$ cat src/rtl/aes_pkg.sv
// Shared AES datapath types: bytes, 4-byte state rows and the row index.
package aes_pkg;

    typedef logic [7:0] byte_t;
    typedef byte_t [3:0] row_t;
    typedef logic [1:0] row_idx_t;

    localparam int AES_NB = 4;

endpackage

$ cat src/rtl/enc_shifter_row_rotator.sv
// Combinational byte rotator for one state row: a 4:1 byte mux per output byte.
// Rotates left by i_k (ShiftRows); `ENC_SHIFTER_INV_EN rotates right (InvShiftRows).
module row_rotator
    import aes_pkg::*;
(
    input  row_t     i_row,
    input  row_idx_t i_k,
    output row_t     o_row
);

    always_comb begin
        o_row = '0;
        for (int i = 0; i < AES_NB; i++) begin
            row_idx_t w_sel;
`ifdef ENC_SHIFTER_INV_EN
            w_sel = row_idx_t'(i) - i_k;
`else
            w_sel = row_idx_t'(i) + i_k;
`endif
            // 2-bit index arithmetic gives the mod-4 wrap for free
            o_row[i] = i_row[w_sel];
        end
    end

endmodule

$ cat src/rtl/enc_shifter.sv
// ShiftRows stage, one 4-byte row per clock, rotation set by a free-running row counter.
// Define ENC_SHIFTER_INV_EN to build the InvShiftRows (right rotation) variant.
module enc_shifter
    import aes_pkg::*;
#(
    parameter int N = 4
) (
    input  logic                clk,
    input  logic                resetn,
    input  logic                wr_en,
    input  logic [N-1:0][7:0]   inp,
    output logic [N-1:0][7:0]   outp,
    output logic                done
);

    row_idx_t r_row;
    row_t     r_outp;
    logic     r_done;
    row_idx_t w_k;
    row_t     w_rot;

    // wr_en restarts the sequence: the current row is treated as row 0
    assign w_k = wr_en ? row_idx_t'(0) : r_row;

    row_rotator u_rot (
        .i_row (row_t'(inp)),
        .i_k   (w_k),
        .o_row (w_rot)
    );

    always_ff @(posedge clk or negedge resetn) begin
        if (!resetn) begin
            r_row  <= '0;
            r_outp <= '0;
            r_done <= 1'b0;
        end else begin
            r_outp <= w_rot;
            if (wr_en) begin
                r_row  <= row_idx_t'(1);
                r_done <= 1'b0;
            end else begin
                r_row  <= r_row + row_idx_t'(1);
                r_done <= (r_row == row_idx_t'(AES_NB - 1));
            end
        end
    end

    assign outp = r_outp;
    assign done = r_done;

endmodule

$ cat config.mk
export PLATFORM = sky130hd
export DESIGN_NAME = enc_shifter
export DESIGN_NICKNAME = d
export VERILOG_FILES = /design/src/rtl/aes_pkg.sv /design/src/rtl/enc_shifter_row_rotator.sv /design/src/rtl/enc_shifter.sv
export SDC_FILE = /design/constraint.sdc
export NUM_CORES = 1
export LEC_CHECK = 0
export CORE_AREA = 3 3 68 70
export DETAILED_ROUTE_END_ITERATION = 10
export DIE_AREA = 0 0 71 73
export PLACE_DENSITY = 0.87
export SKIP_CTS_REPAIR_TIMING = 1
export SLEW_MARGIN = 20
export SYNTH_ARGS = -nofsm -noshare
export SYNTH_HDL_FRONTEND = slang
export SYNTH_HIERARCHICAL = 1
export SYNTH_SLANG_ARGS = --single-unit
$ cat constraint.sdc
create_clock -name clk -period 2 [get_ports clk]
set_input_delay 0.6 -clock clk [delete_from_list [all_inputs] [get_ports clk]]
set_output_delay 0.6 -clock clk [all_outputs]
set_load 0.005 [all_outputs]
==> out/metrics.cfg <==
[run_status]
status = completed

[route]
vias = 1139
antenna_left = 0
wl_per_cell_um = 17.1
drc = 0
vias_per_cell = 5.45
drt_iter0_drc = 54
drtPass1Iterations = 4
wl_um = 3580

[grt]
grt_pass1_wl_um = 6020
first_global_vias = 1229
grt-ovfl-total = 0
track_usage_pct = 15.3
antenna_found_initial = 0
grt_max_degree = 36

[sta]
whs_ns = 0.493
max_slew.worst_pin.slew_ns = 0.418
period_share_pct = 86.6
setup-violations-final = 0
clock_skew_ns = 0.00634
timing.fmax_ghz = 0.577
min_period_ns = 1.73
finalHoldViolations = 0
finalMaxSlewViolations = 0
rsz0062_at_grt = no
slew_headroom_pct = 72.1

[finish]
synthToLayoutAreaGrowth_pct = 49.0
nets = 194
layout_common_cells = clkdlybuf4s50_1 (66), dfrtp_1 (35), mux4_2 (29)
antenna_cells = 0
final_common_cell = clkdlybuf4s50_1
final_layout_size_suffix_gt1_share_pct = 30.8
utilization_pct = 64.8

[critical_path]
crit_family = buffers and inverters
crit_buf_inv = 1
crit_slowest_cell = clkdlybuf4s50_1
path_class = register to output port
r2r_start = r_row[0]
end_kind = output port
cp-start-kind = register
critPathMaxFanout = 1
crit_chain = clkdlybuf4s50_1
max_stage_delay_ns = 0.50
critPathArrivalTime_ns = 1.13
setup.worst_path.start = outp[15]
cp.required_ns = 1.40

[clock_tree]
clock_sinks = 35
cts_max_path_buffers = 2
cts_htree_levels = 2
clkTransAtPathRegs_ns = 0.06
clkLatencyLatePin_ns = 0.28
cts_made_buffers = 5
tritoncts = built
root_buffer = clkbuf_8

[power_and_ir_drop]
p_leak_nw = 1.02
p_per_area_nw_per_um2 = 707
vdd_ir_drop_max_uv = 304

[yosys]
synth_area_leaders = dfrtp_1 (50%), mux4_2 (37%), mux4_1 (4.5%)
synth_top_cell_by_area = dfrtp_1
syn-num-nets = 117
syn_avg_cell_area_um2 = 21.6
syn_inst = 81
mappedNetlistArea_um2 = 1750
synth.distinct_cells = 10
yosys.area.top_type_share_pct = 50.0
yosys_warnings = 6
ys_seq_elements = 35
seq_area_frac_synth_pct = 50.0

[floorplanning]
ios = 68
row_count = 23
die_w_um = 71
dieArea_um2 = 5180
die_height_um = 73
initial_utilization_pct = 43.5
core_um2 = 4030

[placement]
portBuffers = 67
place_congestion = 0.759
dp_hpwl_um = 2870

[min_path]
hold_start = r_row[0]
hp-class = register to register

[flow_run]
maxCapViolCount = 0

==> registers in the layout, indices dropped and copies added (netlist names) <==
register	flops
done	1
r_row	2
outp	32
==> power by group <==
| part | total [W] | internal [W] | switching (W) | leakage, nW |
|---|---|---|---|---|
| logic | 0.000499 | 0.000344 | 0.000156 | 0.555 |
| clock network | 0.000529 | 0.000314 | 0.000215 | 0.0515 |
| registers | 0.000817 | 0.000791 | 0.0000257 | 0.410 |
| total | 0.00185 | 0.00145 | 0.000397 | 1.02 |
==> logic make-up (layout without fill, tap and decap cells) <==
logic type               after synthesis  in the layout  synth area share, %
flip-flops                            35             35                 50.0
multiplexers                          32             32                 41.8
buffers and inverters                  8             86                 5.71
AND/OR/NAND/NOR                        5              5                 1.79
adder cells (fa/ha/maj)                1              1                0.714
==> stage by stage <==
step	total power, W	TNS [ns]	worst slack, ns	cells	cell area, µm²
6_report	0.00185	0	0.268	209	2610
5_1_grt	0.00194	0	0.225	209	2610
4_1_cts	0.00187	0	0.0389	209	2610
3_5_place_dp	0.00134	-6.50	-0.263	201	2510
3_3_place_gp	0.00132	-5.55	-0.218	201	2510
2_1_floorplan	0.00104	0	0.377	81	1750
==> cells in the mapped netlist (all sizes together) <==
| master | count |
|---|---|
| nor2b | 4 |
| ha | 1 |
| dfrtp | 35 |
| buf | 8 |
| mux4 | 32 |
| nand2b | 1 |
==> worst reg2reg max path, cell delays in order (launching register included) <==
cell and delay (ns):
dfrtp_1 0.38, nor2b_4 0.20, buf_12 0.19, mux4_1 0.56
==> metal layers <==
metal	track usage, %	vias to the layer above	share of wire [%]
li1	-	494	-
met1	17.8	592	38
met2	26.8	47	54
met3	5.10	6	7.1
met4	5.43	0	1.1
met5	0	-	0
==> final timing paths <==
| kind | end | slack, ns | cells after the start |
|---|---|---|---|
| hold reg to reg | r_row[0] | 0.49 | 1 |
| setup reg to reg | outp[25] | 0.55 | 3 |
| hold / removal | r_row[0] | 0.49 | 1 |
| max in group asynchronous | outp[24] | 0.96 | 2 |
| min in group asynchronous | outp[28] | 0.74 | 2 |
| setup / recovery | outp[15] | 0.27 | 1 |
==> final cells by class <==
| type | instances | area, µm² |
|---|---|---|
| Clock buffer | 8 | 100 |
| Tap cell | 50 | 62.6 |
| Sequential cell | 35 | 876 |
| Fill cell | 269 | 1420 |
| Multi-Input combinational cell | 38 | 791 |
| Timing Repair Buffer | 78 | 781 |
Note: power is estimated with default switching activity, not from simulation.
